$ cat config.mk
export PLATFORM = sky130hd
export DESIGN_NAME = mc_controller
export DESIGN_NICKNAME = d
export VERILOG_FILES = /design/src/rtl/mc_controller.sv
export SDC_FILE = /design/constraint.sdc
export NUM_CORES = 1
export LEC_CHECK = 0
export ABC_AREA = 1
export CORE_MARGIN = 1.5
export CORE_UTILIZATION = 30
export CTS_CLUSTER_DIAMETER = 150
export DETAILED_ROUTE_END_ITERATION = 16
export PLACE_DENSITY_LB_ADDON = 0.05
export SLEW_MARGIN = 20
export SYNTH_ARGS = -nofsm -noshare
export SYNTH_HDL_FRONTEND = slang
export SYNTH_SLANG_ARGS = --single-unit
$ cat constraint.sdc
create_clock -name clk -period 1.7 [get_ports clk]
set_clock_uncertainty 0.05 [all_clocks]
set_input_delay 0.17 -clock clk [delete_from_list [all_inputs] [get_ports clk]]
set_output_delay 0.17 -clock clk [all_outputs]
set_load 0.05 [all_outputs]
$ cat src/rtl/mc_controller.sv
// Multicycle MIPS control unit: Moore main FSM sequencing fetch/decode/execute
// plus the combinational ALU decoder that turns aluop/funct into alucontrol.
module mc_controller #(
    parameter int STATE_W = 4
) (
    input  logic               clk,
    input  logic               reset,
    input  logic [5:0]         op,
    input  logic [5:0]         funct,
    input  logic               zero,
    output logic               pcen,
    output logic               memwrite,
    output logic               irwrite,
    output logic               regwrite,
    output logic               iord,
    output logic               memtoreg,
    output logic               regdst,
    output logic               alusrca,
    output logic [1:0]         alusrcb,
    output logic [1:0]         pcsrc,
    output logic [2:0]         alucontrol,
    output logic [STATE_W-1:0] state
);

    typedef enum logic [STATE_W-1:0] {
        FETCH   = 4'd0,
        DECODE  = 4'd1,
        MEMADR  = 4'd2,
        MEMRD   = 4'd3,
        MEMWB   = 4'd4,
        MEMWR   = 4'd5,
        EXECUTE = 4'd6,
        ALUWB   = 4'd7,
        BRANCH  = 4'd8,
        ADDIEX  = 4'd9,
        ADDIWB  = 4'd10,
        JUMP    = 4'd11
    } state_t;

    localparam logic [5:0] OP_LW    = 6'b100011;
    localparam logic [5:0] OP_SW    = 6'b101011;
    localparam logic [5:0] OP_RTYPE = 6'b000000;
    localparam logic [5:0] OP_BEQ   = 6'b000100;
    localparam logic [5:0] OP_ADDI  = 6'b001000;
    localparam logic [5:0] OP_J     = 6'b000010;

    state_t     state_q, state_d;
    logic       pcwrite, branch, illegal;
    logic [1:0] aluop;

    always_ff @(posedge clk or negedge reset) begin
        if (!reset) state_q <= FETCH;
        else        state_q <= state_d;
    end

    always_comb begin
        state_d = FETCH;
        case (state_q)
            FETCH:   state_d = DECODE;
            DECODE: begin
                case (op)
                    OP_LW, OP_SW: state_d = MEMADR;
                    OP_RTYPE:     state_d = EXECUTE;
                    OP_BEQ:       state_d = BRANCH;
                    OP_ADDI:      state_d = ADDIEX;
                    OP_J:         state_d = JUMP;
                    default:      state_d = FETCH;
                endcase
            end
            MEMADR:  state_d = (op == OP_SW) ? MEMWR : MEMRD;
            MEMRD:   state_d = MEMWB;
            EXECUTE: state_d = ALUWB;
            ADDIEX:  state_d = ADDIWB;
            default: state_d = FETCH;
        endcase
    end

    // Moore output decode; everything not named in a state stays 0
    always_comb begin
        pcwrite  = 1'b0;
        branch   = 1'b0;
        aluop    = 2'b00;
        memwrite = 1'b0;
        irwrite  = 1'b0;
        regwrite = 1'b0;
        iord     = 1'b0;
        memtoreg = 1'b0;
        regdst   = 1'b0;
        alusrca  = 1'b0;
        alusrcb  = 2'b00;
        pcsrc    = 2'b00;
        illegal  = 1'b0;
        case (state_q)
            FETCH: begin
                alusrcb = 2'b01;
                irwrite = 1'b1;
                pcwrite = 1'b1;
            end
            DECODE:  alusrcb = 2'b11;
            MEMADR: begin
                alusrca = 1'b1;
                alusrcb = 2'b10;
            end
            MEMRD:   iord = 1'b1;
            MEMWB: begin
                memtoreg = 1'b1;
                regwrite = 1'b1;
            end
            MEMWR: begin
                iord     = 1'b1;
                memwrite = 1'b1;
            end
            EXECUTE: begin
                alusrca = 1'b1;
                aluop   = 2'b10;
            end
            ALUWB: begin
                regdst   = 1'b1;
                regwrite = 1'b1;
            end
            BRANCH: begin
                alusrca = 1'b1;
                aluop   = 2'b01;
                pcsrc   = 2'b01;
                branch  = 1'b1;
            end
            ADDIEX: begin
                alusrca = 1'b1;
                alusrcb = 2'b10;
            end
            ADDIWB:  regwrite = 1'b1;
            JUMP: begin
                pcsrc   = 2'b10;
                pcwrite = 1'b1;
            end
            default: illegal = 1'b1;
        endcase
    end

    // zero only matters while branch is high, i.e. in BRANCH
    assign pcen  = pcwrite | (branch & zero);
    assign state = state_q;

    always_comb begin
        alucontrol = 3'b010;
        if (illegal) begin
            alucontrol = 3'b000;
        end else if (aluop == 2'b01) begin
            alucontrol = 3'b110;
        end else if (aluop == 2'b10) begin
            case (funct)
                6'b100010: alucontrol = 3'b110;
                6'b100100: alucontrol = 3'b000;
                6'b100101: alucontrol = 3'b001;
                6'b101010: alucontrol = 3'b111;
                default:   alucontrol = 3'b010;
            endcase
        end
    end

endmodule

==> results of run 1 <==
[area by class of cell]
class,count,share of cell area [%]
clock buffer,3,1.963
inverter,15,5.344
multi-input combinational,73,39.48
sequential,4,9.160
tap,16,1.745
timing repair buffer,36,42.31
[metal layers]
layer / part of all wire [%] / track usage (%) / vias to the layer above
met5: 0 / 0 / -
met4: 0.17 / 5.455 / 0
met3: 7.8 / 7.083 / 2
met2: 52 / 30.45 / 44
met1: 40 / 22.65 / 352
li1: - / - / 382
[per-stage QoR]
step / instances / TNS [ns] / power (W) / util [%] / setup slack (ns)
6_report: 147 / 0 / 0.001877 / 75.29 / 0.05347
5_1_grt: 147 / -0.02445 / 0.001961 / 75.29 / -0.02173
4_1_cts: 144 / -0.06352 / 0.001768 / 70.53 / -0.02986
3_5_place_dp: 141 / 0 / 0.001621 / 68.55 / 0.1030
3_3_place_gp: 141 / 0 / 0.001614 / 68.55 / 0.1257
2_1_floorplan: 93 / -0.1630 / 0.001029 / - / -0.1076
[worst paths after layout]
check | from | end | cells after the start
min in group clk | state[1] | state[3] | 3
max | state[2] | regwrite | 7
min | reset | state[0] | 1
min reg2reg | state[1] | state[3] | 3
max reg2reg | state[3] | state[1] | 6
max in group asynchronous | reset | state[1] | 1
[worst reg2reg max path: cells and delay by family (launching register included)]
family          cells  cell delay (ns)
compound gates      1             0.11
flops               1             0.47
simple gates        4             0.40
buf+inv             1             0.08
[cell usage after synthesis (all sizes together)]
cell type / n / area share [%]
nor2: 26 / 21
nand2: 22 / 17
inv: 15 / 11
nand3: 8 / 8.1
o21ai: 6 / 6.1
a21oi: 4 / 4.1
dfrtp: 4 / 20
nand4: 4 / 5.1
o22ai: 2 / 2.5
buf: 1 / 2.3
o22a: 1 / 1.8
[what timing repair did]
item / CTS / global route
gates resized for setup: 3 / 14
endpoints found under the setup margin: 3 / 6
buffers inserted: 0 / 3
cloned: 0 / 0
[cell families (layout without fill, tap and decap cells)]
kind of cell	Yosys count	in the layout	share of synthesized area, %
AOI/OAI and AO/OA	13	13	14.50
buffers and inverters	16	54	13.74
DFF	4	4	20.36
and+or+nand+nor	60	60	51.40
[power groups by stage]
stage / clock [W] / combinational [W] / sequential (W)
after floorplan: 0 / 0.000772 / 0.000257
after global placement: 0 / 0.00143 / 0.000182
after detailed placement: 0 / 0.00144 / 0.000183
after CTS: 0.000134 / 0.00145 / 0.000184
after global routing: 0.000145 / 0.00162 / 0.000195
final: 0.000135 / 0.00155 / 0.000190
==> flow_summary.json, run 1 <==
{
  "p_comb_share_pct": 82.7,
  "worstPathArrival_ns": 1.43,
  "io_buffers": 33,
  "critPathRequiredTime_ns": 1.48,
  "syn_area_um2": 491.7,
  "p_sw_w": 0.001034,
  "syn_inst": 93,
  "regArea_um2": 105.1,
  "num-fill-cells": 119,
  "stdcell_area_um2": 1147,
  "critPathMaxStageDelay_ns": 0.40,
  "core_um2": 1524,
  "sw_frac_of_total_pct": 55.11,
  "finalMaxSlewViolations": 0,
  "num_vias": 780,
  "antenna_found_initial": 0,
  "track_usage_pct": 18.58,
  "cts.clk_slew.worst_paths_ns": 0.04,
  "cts_max_level": 1,
  "routedWlPerCell_um": 11.90,
  "tightest_slew_ns": 0.2399,
  "dieWidth_um": 43.49,
  "end_kind": "primary output",
  "p_leak_nw": 0.5087,
  "grt_max_degree": 10,
  "start_kind": "flop",
  "timing.final.crit_share_pct": 96.85,
  "final_cell_mix": "18 x nand2_1, 16 x nor2_1, 14 x clkdlybuf4s50_1",
  "gp_congestion": 0.8736,
  "clk_latency_ns": 0.25,
  "vias_per_cell": 5.306,
  "yosysSeqAreaShare_pct": 20.36,
  "initial_core_util_pct": 32.27,
  "cts_sinks": 4,
  "hpwl_um": 1309,
  "hp-class": "input port to async pin",
  "holdWs_ns": 0.06895,
  "die_h_um": 43.49,
  "rows": 14,
  "setup_violations": 0,
  "crit_family": "buffers and inverters",
  "maxCapViolations": 0,
  "drc": 0,
  "area_growth_pct": 133.3,
  "p_clk_share_pct": 7.2,
  "num_io_pins": 34,
  "cts_buffer_depth": 2,
  "crit_slowest_cell": "dfrtp_2",
  "p_int_w": 0.0008424,
  "path_class": "flop to primary output",
  "grt_pass1_wl_um": 2622,
  "drtPass1Iterations": 4,
  "numCtsBuffers": 3,
  "status": "complete, no violations",
  "syn_area_per_cell_um2": 5.287,
  "cts.hold.buffers_added": 0,
  "die_area_um2": 1891,
  "cp_max_fo": 5,
  "path_buf_inv": 3,
  "drt-total-wl_um": 1749,
  "insertedDiodeCount": 0,
  "antenna_left": 0,
  "layout-drive-gt1-share_pct": 41.98,
  "p_per_area_nw_per_um2": 1636,
  "nNetsFinal": 148,
  "r2r_slack_ns": 0.48,
  "finalHoldViolations": 0,
  "tritoncts": "yes",
  "max_freq_mhz": 607.3,
  "grt_overflow": 0,
  "placed_area_um2": 1045,
  "path_cells": "inv_2, nor2_4, inv_2, nor2_4, nor2_1, o21ai_2, buf_12",
  "ir_drop_mv": 0.7744,
  "p_seq_share_pct": 10.1,
  "layout_commonest_cell": "nand2_1",
  "ys_types": 13,
  "yosysWarnings": 0,
  "synth_fp_nets": 108,
  "yosys_register_bits": 4,
  "grt_pass1_vias": 652,
  "largest_reg_flops": 4,
  "finalCriticalPeriod_ns": 1.647,
  "max-slew-margin-rel_pct": 83.95,
  "multi_input_area_um2": 452.9,
  "drt-initial-drc-count": 27,
  "cts_root_buf": "clkbuf_4"
}
Note: power is estimated with default switching activity, not from simulation.
==> run 2, diff against run 1 <==
--- a/config.mk
+++ b/config.mk
@@ -6,8 +6,9 @@
 export NUM_CORES = 1
 export LEC_CHECK = 0
 export ABC_AREA = 1
-export CORE_MARGIN = 1.5
+export CORE_MARGIN = 8
 export CORE_UTILIZATION = 30
+export CTS_BUF_LIST = sky130_fd_sc_hd__clkbuf_4 sky130_fd_sc_hd__clkbuf_8
 export CTS_CLUSTER_DIAMETER = 150
 export DETAILED_ROUTE_END_ITERATION = 16
 export PLACE_DENSITY_LB_ADDON = 0.05
==> run 2 against run 1 <==
Effect of this change:
- global-route usage shrank 7.6 points
- design area grew 0.33%
- cell count grew 2.0%
- routed wire length grew 10%
- utilization grew 0.25 points
- sequential power shrank 8%
- fmax is essentially flat
- register-to-register slack lost 0.04 ns
- first-iteration DRC count shrank 26%
- combinational power grew 3%
- largest cell class unchanged
- largest power group unchanged
- highest routed layer unchanged
==> flow_summary.json, run 2 (synthesized netlist as in run 1, its figures left out) <==
{
  "tightest_slew_ns": 0.2412,
  "final_cell_mix": "18 x nand2_1, 16 x nor2_1, 14 x clkdlybuf4s50_1, 14 x buf_12, 12 x inv_1",
  "status": "complete, no violations",
  "grt.met1_usage_pct": 10.84,
  "final_core_util_pct": 75.53,
  "met2_usage_pct": 18.65,
  "maxCapViolations": 0,
  "layout_commonest_cell": "nand2_1",
  "num_vias": 765,
  "hp-class": "input port to async pin",
  "area_growth_pct": 134.1,
  "dp_slack_ns": 0.07197,
  "finalMaxSlewViolations": 0,
  "rows": 14,
  "finalCriticalPeriod_ns": 1.648,
  "clk_latency_ns": 0.24,
  "numCtsBuffers": 3,
  "drtPass1Iterations": 4,
  "routedWlPerCell_um": 12.88,
  "final_cells": 150,
  "cts_max_level": 1,
  "io_buffers": 33,
  "grt_pass1_vias": 724,
  "ir_drop_mv": 0.9230,
  "cts_sinks": 4,
  "grt_pass1_wl_um": 2967,
  "num_io_pins": 34,
  "use_met3_pct": 6.517,
  "tritoncts": "yes",
  "setup_tns_ns": 0,
  "dieWidth_um": 56.49,
  "drt-total-wl_um": 1932,
  "grt_overflow": 0,
  "grt_max_degree": 10,
  "start_kind": "flop",
  "timing.final.crit_share_pct": 96.95,
  "die_area_um2": 3191,
  "multi_input_area_um2": 444.2,
  "initial_core_util_pct": 32.27,
  "cts_root_buf": "clkbuf_4",
  "critPathRequiredTime_ns": 1.48,
  "drt-initial-drc-count": 20,
  "nNetsFinal": 151,
  "track_usage_pct": 11.02,
  "num-fill-cells": 112,
  "insertedDiodeCount": 0,
  "antenna_found_initial": 0,
  "dp.cells": 141,
  "setup_violations": 0,
  "hpwl_um": 1570,
  "worstPathArrival_ns": 1.43,
  "cts.clk_slew.worst_paths_ns": 0.04,
  "busiest_layer": "met2",
  "p_leak_nw": 0.5202,
  "regArea_um2": 105.1,
  "vias_per_cell": 5.100,
  "max_freq_mhz": 606.8,
  "largest_reg_flops": 4,
  "core_um2": 1524,
  "cp_max_fo": 6,
  "antenna_left": 0,
  "drc": 0,
  "finalHoldViolations": 0,
  "worst_slack_ns": 0.05190,
  "layout-drive-gt1-share_pct": 43.28,
  "p_per_area_nw_per_um2": 1643,
  "path_class": "flop to primary output",
  "max-slew-margin-rel_pct": 83.86,
  "die_h_um": 56.49,
  "cts_buffer_depth": 2,
  "end_kind": "primary output",
  "gp_congestion": 0.8871
}
run 2: cell type report:
type                    instances  area share, %
repair buffers                 39          43.70
multi-input cells              73          38.59
flip-flops and latches          4          9.130
inverters                      15          4.891
clock buffers                   3          1.957
well taps                      16          1.739
run 2: routing by layer:
layer,share of wire [%],vias to the layer above
li1,-,380
met1,37,350
met2,54,33
met3,9.2,2
met4,0.47,0
met5,0,-
run 2: metrics by stage:
step	hold WS, ns	instance area, µm²	total power [W]
2_1_floorplan	-0.1756	578.1	0.001029
3_3_place_gp	0.3310	1045	0.001625
3_5_place_dp	0.3361	1045	0.001635
4_1_cts	0.08122	1075	0.001775
5_1_grt	0.07587	1151	0.001989
6_report	0.08290	1151	0.001891
run 2: path summary, 6_finish.rpt:
path / start / depth (start not counted) / slack [ns] / to
setup / recovery: state[3] / 4 / 0.05 / alucontrol[1]
hold / removal: reset / 1 / 0.08 / state[0]
setup reg to reg: state[1] / 6 / 0.44 / state[2]
hold reg to reg: state[0] / 2 / 0.66 / state[2]
max in group asynchronous: reset / 1 / 1.33 / state[1]
min in group clk: op[5] / 6 / 0.65 / state[1]
run 2: worst max-delay path, cell delays in order, from the launching register on:
cell	delay [ns]
dfrtp_2	0.47
nor2_4	0.15
nand3_2	0.15
o22a_1	0.22
buf_4	0.19
run 2: report_power, final:
group	leakage (nW)	total [W]	switching, W	internal [W]
combinational	0.459	0.00159	0.000936	0.000658
sequential	0.0472	0.000174	0.0000438	0.000130
clock	0.0138	0.000123	0.0000440	0.0000793
run 2: timing repair:
| action | 4_1_cts | 5_1_grt |
|---|---|---|
| pin swaps | 0 | 2 |
| buffers inserted | 0 | 6 |
| hold buffers | 0 | 0 |
| cloned | 0 | 0 |
| gates resized for setup | 3 | 9 |
| endpoints found under the setup margin | 3 | 6 |
